## src/rtl/aes_pkg.sv

```systemverilog
`default_nettype none
// ============================================================================
// Module  : aes_pkg
// Brief   : Shared AES datapath constants, block/word types and the helper
//           that selects one 32-bit word out of a 128-bit block.
// Revision: 1.0 - initial release
// ============================================================================
package aes_pkg;

  localparam int AES_BLK_W         = 128;
  localparam int AES_WORD_W        = 32;
  localparam int AES_WORDS_PER_BLK = 4;
  localparam int AES_IDX_W         = 2;

  typedef logic [AES_BLK_W-1:0]  aes_block_t;
  typedef logic [AES_WORD_W-1:0] aes_word_t;
  typedef logic [AES_IDX_W-1:0]  aes_idx_t;

  // Word 0 is the most-significant word of the block.
  function automatic aes_word_t aes_word_sel(input aes_block_t blk, input aes_idx_t idx);
    aes_word_t w;
    case (idx)
      2'd0:    w = blk[127:96];
      2'd1:    w = blk[95:64];
      2'd2:    w = blk[63:32];
      default: w = blk[31:0];
    endcase
    return w;
  endfunction

endpackage
`default_nettype wire

```

## src/rtl/aes_blk_fifo.sv

```systemverilog
`default_nettype none
// ============================================================================
// Module  : aes_blk_fifo
// Brief   : DEPTH x 128-bit circular buffer with push/pop/flush and
//           occupancy count. Head entry is presented combinationally.
//           Callers never push when full nor pop when empty.
// Revision: 1.0 - initial release
// ============================================================================
module aes_blk_fifo
  import aes_pkg::*;
#(
  parameter int DEPTH = 4,
  parameter int CNT_W = $clog2(DEPTH) + 1
) (
  input  logic             iClk,
  input  logic             iReset_n,
  input  logic             iPush,
  input  logic             iPop,
  input  logic             iFlush,
  input  aes_block_t       iWrData,
  output aes_block_t       oRdData,
  output logic [CNT_W-1:0] oCount,
  output logic             oFull,
  output logic             oEmpty
);

  localparam int PTR_W = $clog2(DEPTH);

  logic [PTR_W-1:0] wr_ptr_q, wr_ptr_d;
  logic [PTR_W-1:0] rd_ptr_q, rd_ptr_d;
  logic [CNT_W-1:0] count_q,  count_d;
  aes_block_t       mem_q [DEPTH];
  aes_block_t       mem_d [DEPTH];

  // Pointer and count update; power-of-two depth lets the pointers wrap naturally.
  always_comb begin
    wr_ptr_d = wr_ptr_q;
    rd_ptr_d = rd_ptr_q;
    count_d  = count_q;
    if (iFlush) begin
      wr_ptr_d = '0;
      rd_ptr_d = '0;
      count_d  = '0;
    end else begin
      if (iPush) wr_ptr_d = wr_ptr_q + PTR_W'(1);
      if (iPop)  rd_ptr_d = rd_ptr_q + PTR_W'(1);
      case ({iPush, iPop})
        2'b10:   count_d = count_q + CNT_W'(1);
        2'b01:   count_d = count_q - CNT_W'(1);
        default: count_d = count_q;
      endcase
    end
  end

  // Storage write; flush leaves contents alone since the count masks them.
  always_comb begin
    mem_d = mem_q;
    if (iPush && !iFlush) mem_d[wr_ptr_q] = iWrData;
  end

  // Control state register.
  always_ff @(posedge iClk or negedge iReset_n) begin
    if (!iReset_n) begin
      wr_ptr_q <= '0;
      rd_ptr_q <= '0;
      count_q  <= '0;
    end else begin
      wr_ptr_q <= wr_ptr_d;
      rd_ptr_q <= rd_ptr_d;
      count_q  <= count_d;
    end
  end

  // Data storage register, no reset needed: never visible while unoccupied.
  always_ff @(posedge iClk) begin
    mem_q <= mem_d;
  end

  assign oRdData = mem_q[rd_ptr_q];
  assign oCount  = count_q;
  assign oFull   = (count_q == CNT_W'(DEPTH));
  assign oEmpty  = (count_q == '0);

endmodule
`default_nettype wire

```

## src/rtl/aes_ct_unpacker.sv

```systemverilog
`default_nettype none
// ============================================================================
// Module  : aes_ct_unpacker
// Brief   : Captures AES ciphertext blocks on the rising edge of the core's
//           done level, buffers DEPTH blocks and streams them as 32-bit
//           words (MSW first) on a show-ahead valid/ready interface.
//           Optional macro AES_CT_OVF_CNT_EN adds oOvfCount, a saturating
//           8-bit count of dropped blocks.
// Revision: 1.0 - initial release
// ============================================================================
module aes_ct_unpacker
  import aes_pkg::*;
#(
  parameter int DEPTH = 4,
  parameter int CNT_W = $clog2(DEPTH) + 1
) (
  input  logic             iClk,
  input  logic             iReset_n,
  input  logic             iBlkValid,
  input  logic [127:0]     iBlkData,
  input  logic             iFlush,
  output logic             oWordValid,
  output logic [31:0]      oWordData,
  output logic             oWordLast,
  input  logic             iWordReady,
  output logic [CNT_W-1:0] oCount,
  output logic             oEmpty,
  output logic             oFull,
  output logic             oOverflow
`ifdef AES_CT_OVF_CNT_EN
  ,
  output logic [7:0]       oOvfCount
`endif
);

  localparam aes_idx_t LAST_IDX = AES_IDX_W'(AES_WORDS_PER_BLK - 1);

  logic       blk_valid_q, blk_valid_d;
  aes_idx_t   idx_q,       idx_d;
  logic       ovf_q,       ovf_d;

  logic       blk_rise;
  logic       do_push;
  logic       do_drop;
  logic       do_xfer;
  logic       do_pop;
  aes_block_t head_blk;
  logic       fifo_full;
  logic       fifo_empty;

  aes_blk_fifo #(
    .DEPTH (DEPTH),
    .CNT_W (CNT_W)
  ) u_fifo (
    .iClk     (iClk),
    .iReset_n (iReset_n),
    .iPush    (do_push),
    .iPop     (do_pop),
    .iFlush   (iFlush),
    .iWrData  (iBlkData),
    .oRdData  (head_blk),
    .oCount   (oCount),
    .oFull    (fifo_full),
    .oEmpty   (fifo_empty)
  );

  // Push/pop decisions; fullness is the registered count, so a pop in the
  // same cycle never rescues an incoming block.
  always_comb begin
    blk_rise = iBlkValid && !blk_valid_q;
    do_push  = blk_rise && !fifo_full && !iFlush;
    do_drop  = blk_rise &&  fifo_full && !iFlush;
    do_xfer  = !fifo_empty && iWordReady;
    do_pop   = do_xfer && (idx_q == LAST_IDX) && !iFlush;
  end

  // Edge-detect, word index and sticky overflow next-state.
  always_comb begin
    blk_valid_d = iBlkValid;
    idx_d       = idx_q;
    ovf_d       = ovf_q;
    if (iFlush) begin
      idx_d = '0;
      ovf_d = 1'b0;
    end else begin
      if (do_xfer) idx_d = idx_q + AES_IDX_W'(1);
      if (do_drop) ovf_d = 1'b1;
    end
  end

  // Top-level state register.
  always_ff @(posedge iClk or negedge iReset_n) begin
    if (!iReset_n) begin
      blk_valid_q <= 1'b0;
      idx_q       <= '0;
      ovf_q       <= 1'b0;
    end else begin
      blk_valid_q <= blk_valid_d;
      idx_q       <= idx_d;
      ovf_q       <= ovf_d;
    end
  end

`ifdef AES_CT_OVF_CNT_EN
  logic [7:0] ovf_cnt_q, ovf_cnt_d;

  // Saturating dropped-block counter, stepped by the same event as the flag.
  always_comb begin
    ovf_cnt_d = ovf_cnt_q;
    if (iFlush)                            ovf_cnt_d = '0;
    else if (do_drop && ovf_cnt_q != 8'hFF) ovf_cnt_d = ovf_cnt_q + 8'd1;
  end

  // Dropped-block counter register.
  always_ff @(posedge iClk or negedge iReset_n) begin
    if (!iReset_n) ovf_cnt_q <= '0;
    else           ovf_cnt_q <= ovf_cnt_d;
  end

  assign oOvfCount = ovf_cnt_q;
`endif

  // Show-ahead outputs; data is forced to zero when nothing is held.
  assign oWordValid = !fifo_empty;
  assign oWordData  = fifo_empty ? '0 : aes_word_sel(head_blk, idx_q);
  assign oWordLast  = !fifo_empty && (idx_q == LAST_IDX);
  assign oEmpty     = fifo_empty;
  assign oFull      = fifo_full;
  assign oOverflow  = ovf_q;

endmodule
`default_nettype wire

```

## config.mk

```make
export PLATFORM = sky130hd
export DESIGN_NAME = aes_ct_unpacker
export DESIGN_NICKNAME = d
export VERILOG_FILES = /design/src/rtl/aes_pkg.sv /design/src/rtl/aes_blk_fifo.sv /design/src/rtl/aes_ct_unpacker.sv
export SDC_FILE = /design/constraint.sdc
export NUM_CORES = 1
export LEC_CHECK = 0
export BUFFER_PORTS_ARGS = -buffer_cell sky130_fd_sc_hd__buf_4
export CORE_MARGIN = 5
export CORE_UTILIZATION = 45
export CTS_BUF_LIST = sky130_fd_sc_hd__clkbuf_4 sky130_fd_sc_hd__clkbuf_8
export CTS_CLUSTER_DIAMETER = 120
export CTS_CLUSTER_SIZE = 10
export DETAILED_ROUTE_END_ITERATION = 10
export SLEW_MARGIN = 10
export SYNTH_ARGS = -nofsm -noshare
export SYNTH_HDL_FRONTEND = slang
export SYNTH_HIERARCHICAL = 1
export SYNTH_SLANG_ARGS = --single-unit
```

## constraint.sdc

```tcl
create_clock -name iClk -period 5.2 [get_ports iClk]
set_input_delay 0.52 -clock iClk [delete_from_list [all_inputs] [get_ports iClk]]
set_output_delay 0.52 -clock iClk [all_outputs]
set_load 0.03 [all_outputs]
```

==> metrics.cfg, run 1 <==
[finish]
seqCellArea_um2 = 15660
mostFrequentLayoutCells = edfxtp_1 (512), buf_4 (186), mux4_2 (128), clkbuf_8 (59), dlygate4sd3_1 (39)
stdcell_count = 1730
mostFrequentLayoutCell = edfxtp_1
multi_input_area_um2 = 4180
layout-drive-gt1-share_pct = 38.64
fillerInstances = 3478
finalNetCount = 1266
areaGrowthSynthToFinish_pct = 15.95

[synth]
ys_seq_area_share_pct = 77.04
syn_area_um2 = 20310
avgSynthCellArea_um2 = 23.01
synthCells = 883
ys_types = 28
synth_warnings = 6
synth.ff_latch_count = 523
synth_nets = 1026

[cts]
clock-sinks = 523
insertion_delay_ns = 0.66
clockBufferDepth = 3
clk_pin_slew_ns = 0.08
cts.root.buffer_cell = clkbuf_8
cts_max_level = 2
tritoncts = yes
numCtsBuffers = 58

[floorplanning]
die_h_um = 222.5
ios = 173
die_area_um2 = 49490
coreArea_um2 = 44410
rows = 77
initial_core_util_pct = 45.74
die_w_um = 222.5

[critical_path]
cp-end-kind = output port
crit_top_cell = buf_4
arrival_ns = 3.20
cp_data_required_time_ns = 4.68
slowest_stage = dfrtp_4
cp-start-kind = flip-flop
cp_cell_sequence = buf_4 > mux4_2 > a21oi_1 > a221oi_2 > buf_4
crit_family = flip-flops
critPathBufInv = 2
crit_fanout = 50
slowest_delay_ns = 0.97
critPathKind = flip-flop to output port

[global_route]
grt_first_pass_wirelength_um = 65130
grt_max_degree = 102
grt_pass1_vias = 10460
gr-total-overflow = 0
grt.total_usage_pct = 17.26
antenna_found_initial = 6

[placed_design]
portBuffers = 172
place_inst = 1616
hpwl_um = 24060
gp_congestion = 0.6859

[sta]
tns_ns = 0
tightestPinTransition_ns = 0.9279
layout_worst_path_cycle_share_pct = 71.54
relSlewSlack_pct = 38.14
rsz0062_at_grt = no
fin_worst_skew_ns = 0.03142
setup-violations-final = 0
max_freq_mhz = 268.8
slew_viol_final = 0
finalCriticalPeriod_ns = 3.720
hold_viol_final = 0

[routing]
route.met3.wl_um = 2437
wl_met2_um = 21040
wl_per_cell_um = 24.69
drt_first_pass_iters = 5
ant_nets = 0
vias_per_cell = 5.589
wirelength_um = 42710
drt-initial-drc-count = 663
vias = 9669
wirelength_met1_um = 18440
route.top_layer_used = met5
drcViolationCount = 0

[outcome]
status = completed

[pwr]
vdd_drop_max_mv = 0.2100
power.leakage_nw = 7.635
pwr_density_cell_nw_per_um2 = 314.1

[job]
maxCapViolations = 0

[hold_path]
min_path_type = input pin to flip-flop

==> area by class of cell <==
type | count | share of cell area, %
Sequential cell | 523 | 66.48
Multi-Input combinational cell | 271 | 17.75
Timing Repair Buffer | 231 | 8.096
Clock buffer | 70 | 3.798
Tap cell | 592 | 3.145
Inverter | 38 | 0.6056
Clock inverter | 3 | 0.1116
Antenna cell | 2 | 0.02125
==> cell usage after synthesis <==
master / count / area (um^2)
nand2_1: 1 / 3.750
inv_1: 38 / 142.6
dfrtp_1: 11 / 275.3
a21oi_2: 4 / 35.03
a21oi_1: 28 / 140.1
buf_4: 5 / 37.54
nor3b_1: 3 / 22.52
buf_6: 18 / 202.7
nor2b_1: 4 / 25.02
a221oi_1: 1 / 8.760
mux2i_1: 3 / 30.03
fa_1: 1 / 20.02
a221oi_2: 31 / 465.5
nor3_1: 2 / 10.01
buf_2: 25 / 125.1
and2_1: 4 / 25.02
a31oi_1: 1 / 6.260
nor2_1: 9 / 33.78
nor4b_1: 1 / 8.760
mux4_2: 128 / 2883
o21ai_0: 1 / 5.000
and3b_1: 2 / 17.52
xnor2_1: 4 / 35.03
xor2_1: 2 / 17.52
ha_1: 9 / 112.6
a22oi_1: 32 / 240.2
edfxtp_1: 512 / 15370
clkbuf_1: 3 / 11.26
==> registers in the layout (all words and copies together), names as in the netlist <==
signal	count
u_fifo/mem_q	512
u_fifo/oCount	3
idx_q	2
u_fifo/rd_ptr_q	2
u_fifo/wr_ptr_q	2
blk_valid_q	1
oOverflow	1
==> report_power, final <==
part	leakage, nW	internal (mW)	switching [mW]
logic	2.39	0.138	0.167
clock network	0.488	1.10	1.33
registers	4.76	4.65	0.00803
==> path summary, 6_finish.rpt <==
kind | from | endpoint | slack (ns) | cells past startpoint
hold / removal | iBlkData[35] | u_fifo/mem_q[291] | 0.07 | 1
min in group asynchronous | iReset_n | u_fifo/oCount[0] | 0.22 | 2
hold reg to reg | oOverflow | oOverflow | 0.54 | 2
setup / recovery | u_fifo/rd_ptr_q[1] | oWordData[3] | 1.48 | 5
max in group asynchronous | iReset_n | u_fifo/rd_ptr_q[0] | 4.81 | 2
setup reg to reg | u_fifo/oCount[2] | u_fifo/mem_q[145] | 2.17 | 6
==> kinds of logic after synthesis <==
group | synth area share (%)
AO/OA/AOI/OAI | 4.435
XOR/XNOR | 0.2587
flip-flops | 77.04
adder cells (fa/ha/maj) | 0.6529
multiplexers | 14.34
buffers and inverters | 2.556
AND/OR/NAND/NOR | 0.7206
==> routing by layer <==
| layer | track usage [%] | up-vias |
|---|---|---|
| li1 | - | 4175 |
| met1 | 23.77 | 5186 |
| met2 | 28.30 | 235 |
| met3 | 3.867 | 65 |
| met4 | 4.585 | 8 |
| met5 | 0 | - |
==> metrics by stage <==
stage	cell area (um^2)	util (%)	hold WS, ns	setup WS (ns)	total power [mW]
finish	23550	53.03	0.07135	1.480	7.398
global route	23550	53.02	0.01436	1.237	7.709
CTS	23550	53.02	0.000008493	1.378	7.518
detailed placement	22240	50.07	0.3617	2.085	5.038
global placement	22240	50.07	0.3606	2.100	5.031
floorplan	20310	-	0.2244	0.2055	4.860
==> timing repair <==
item,4_1_cts,5_1_grt
hold buffers,39,0
setup buffers,0,0
endpoints found under the hold margin,132,0
resized for setup,0,0
Note: power is estimated with default switching activity, not from simulation.
==> run 2: changes to the inputs <==
--- a/config.mk
+++ b/config.mk
@@ -12,6 +12,7 @@
 export CTS_CLUSTER_DIAMETER = 120
 export CTS_CLUSTER_SIZE = 10
 export DETAILED_ROUTE_END_ITERATION = 10
+export PLACE_DENSITY = 0.65
 export SLEW_MARGIN = 10
 export SYNTH_ARGS = -nofsm -noshare
 export SYNTH_HDL_FRONTEND = slang
==> constraint.sdc (replaced) <==
create_clock -name iClk -period 3 [get_ports iClk]
set_input_delay 0.3 -clock iClk [delete_from_list [all_inputs] [get_ports iClk]]
set_output_delay 0.3 -clock iClk [all_outputs]
set_load 0.03 [all_outputs]
==> run 2 against run 1 <==
Combinational power rose by 110%; first-iteration DRC count fell by 0.45%; cell count rose by 6.6%; via count rose by 4.1%; clock skew rose by 0.0015 ns; worst hold slack improved by 0.076 ns; global-route usage rose by 0.92 points; sequential cell count did not move; clock power rose by 72%; critical path depth rose by 1; final area rose by 6.4%; die area did not move; largest cell class unchanged; largest power group unchanged.
==> metrics.cfg, run 2 (synthesis results as in run 1) <==
[critical_path]
slowest_stage = mux4_2
r2r-start = u_fifo/oCount[2]
ff2ff_setup_slack_ns = 0.46  ; -1.71 ns
r2r_cells = 6  ; unchanged
cp_cell_sequence = buf_12 > buf_16 > mux4_2 > a22oi_1 > a221oi_2 > buf_4
critPathKind = flip-flop to output port
cp-start-kind = flip-flop
arrival_ns = 2.58  ; -0.62 ns
slowest_delay_ns = 0.54  ; -0.43 ns
cp_data_required_time_ns = 2.70  ; -1.98 ns
timing.rr.end = u_fifo/mem_q[44]
crit_fanout = 26  ; -48%
cp-end-kind = output port

[sta]
relSlewSlack_pct = 41.55  ; +3.4 points
tightestPinTransition_ns = 0.8768  ; -0.05112 ns
hold_viol_final = 0  ; unchanged
setup_slack_ns = 0.1153  ; -1.365 ns
hold_ws_ns = 0.1473  ; +0.07591 ns
rsz0062_at_grt = yes
setup-violations-final = 0  ; unchanged
slew_viol_final = 0  ; unchanged
fin_worst_skew_ns = 0.03290  ; +0.001474 ns
layout_worst_path_cycle_share_pct = 96.16
finalCriticalPeriod_ns = 2.885
tns_ns = 0  ; unchanged
max_freq_mhz = 346.7

[routing]
wirelength_um = 44190  ; +3.5%
route.top_layer_used = met5
drt_first_pass_iters = 5  ; unchanged
vias_per_cell = 5.454  ; -2.4%
drcViolationCount = 0  ; unchanged
wl_met2_um = 22320  ; +6.1%
ant_nets = 0  ; unchanged
route.met3.wl_um = 2541  ; +4.3%
drt-initial-drc-count = 660  ; -0.45%
wirelength_met1_um = 18540  ; +0.54%
wl_per_cell_um = 23.95  ; -3.0%
vias = 10060  ; +4.1%

[finish]
final_util_pct = 56.43  ; +3.4 points
finalNetCount = 1382  ; +9.2%
top_register = u_fifo/mem_q
fillerInstances = 3322  ; -4.5%
seqCellArea_um2 = 15660  ; unchanged
layout-drive-gt1-share_pct = 38.56  ; -0.084 points
stdcell_count = 1845  ; +6.6%
multi_input_area_um2 = 4294  ; +2.7%
mostFrequentLayoutCells = edfxtp_1 (512), buf_4 (185), dlygate4sd3_1 (132), mux4_2 (128), clkbuf_8 (58)
areaGrowthSynthToFinish_pct = 23.37
mostFrequentLayoutCell = edfxtp_1
largest_reg_flops = 512  ; unchanged
design_area_um2 = 25060  ; +6.4%

[pwr]
pwr_density_cell_nw_per_um2 = 515.6  ; +64%
vdd_drop_max_mv = 0.3753  ; +79%
power.leakage_nw = 8.225  ; +7.7%
power_mw = 12.92  ; +75%

[hold_path]
min_path_type = input pin to flip-flop
hold_start = iWordReady
whs_endpoint = idx_q[0]
hold_path_depth = 4  ; +3

[cts]
cts_max_level = 2  ; unchanged
cts.root.buffer_cell = clkbuf_8
numCtsBuffers = 58  ; unchanged
clk_pin_slew_ns = 0.08  ; about the same
clock-sinks = 523  ; unchanged
clockBufferDepth = 3  ; unchanged
tritoncts = yes
insertion_delay_ns = 0.65  ; about the same

[outcome]
status = completed

[placed_design]
portBuffers = 172  ; unchanged
gp_congestion = 0.7395  ; +7.8%
dpl_cell_area_um2 = 22580  ; +1.5%
hpwl_um = 25110  ; +4.4%
place_inst = 1633  ; +1.1%
dp_slack_ns = 0.4794  ; -1.606 ns

[floorplanning]
die_h_um = 222.5  ; unchanged
rows = 77  ; unchanged
die_w_um = 222.5  ; unchanged
initial_core_util_pct = 45.74  ; unchanged
ios = 173  ; unchanged
die_area_um2 = 49490  ; unchanged
coreArea_um2 = 44410  ; unchanged

[job]
maxCapViolations = 0  ; unchanged

[global_route]
grt_max_degree = 58  ; -43%
gr-total-overflow = 0  ; unchanged
grt.total_usage_pct = 18.18  ; +0.92 points
grt_first_pass_wirelength_um = 68570  ; +5.3%
grt_pass1_vias = 11010  ; +5.3%
antenna_found_initial = 6  ; unchanged

==> run 2: worst max-delay path, delay by kind of cell, from the launching register on <==
family                 cells  cell delay (ns)
flip-flops                 1             0.43
multiplexers               1             0.54
buffers and inverters      3             0.59
AO/OA/AOI/OAI              2             0.33
==> run 2: worst max path at each step <==
| stage | from | to | slack [ns] | depth (start not counted) |
|---|---|---|---|---|
| floorplan | u_fifo/oCount[0] | u_fifo/mem_q[0] | -0.56 | 5 |
| global placement | u_fifo/oCount[2] | u_fifo/mem_q[93] | 0.46 | 6 |
| detailed placement | u_fifo/oCount[2] | u_fifo/mem_q[29] | 0.48 | 6 |
| CTS | u_fifo/rd_ptr_q[0] | oWordData[0] | 0.002 | 6 |
| global route | u_fifo/rd_ptr_q[0] | oWordData[24] | -0.02 | 6 |
| finish | u_fifo/rd_ptr_q[0] | oWordData[11] | 0.12 | 6 |
==> run 2: final cells by class <==
class                      instances  area share [%]
sequential                       523           62.48
multi-input combinational        271           17.13
timing repair buffer             347           13.24
clock buffer                      68           3.485
tap                              592           2.956
inverter                          38          0.5691
clock inverter                     3          0.1148
antenna                            3         0.02996
==> run 2: what timing repair did <==
action                     CTS  global route
resized for setup            5            23
hold buffers               132             0
buffers inserted             4             1
pin swaps                    1             8
setup endpoints to repair   32            24
gates cloned                 1             0
hold endpoints to repair   534             0
==> run 2: power breakdown <==
part | internal, mW | switching, mW
registers | 8.06 | 0.0145
logic | 0.330 | 0.325
clock network | 1.87 | 2.32
total | 10.3 | 2.66
==> run 2: layer usage <==
metal,vias to the layer above,GRT usage (%)
met1,5301,24.57
met3,66,4.078
li1,4408,-
met2,282,30.84
met4,6,3.775
met5,-,0
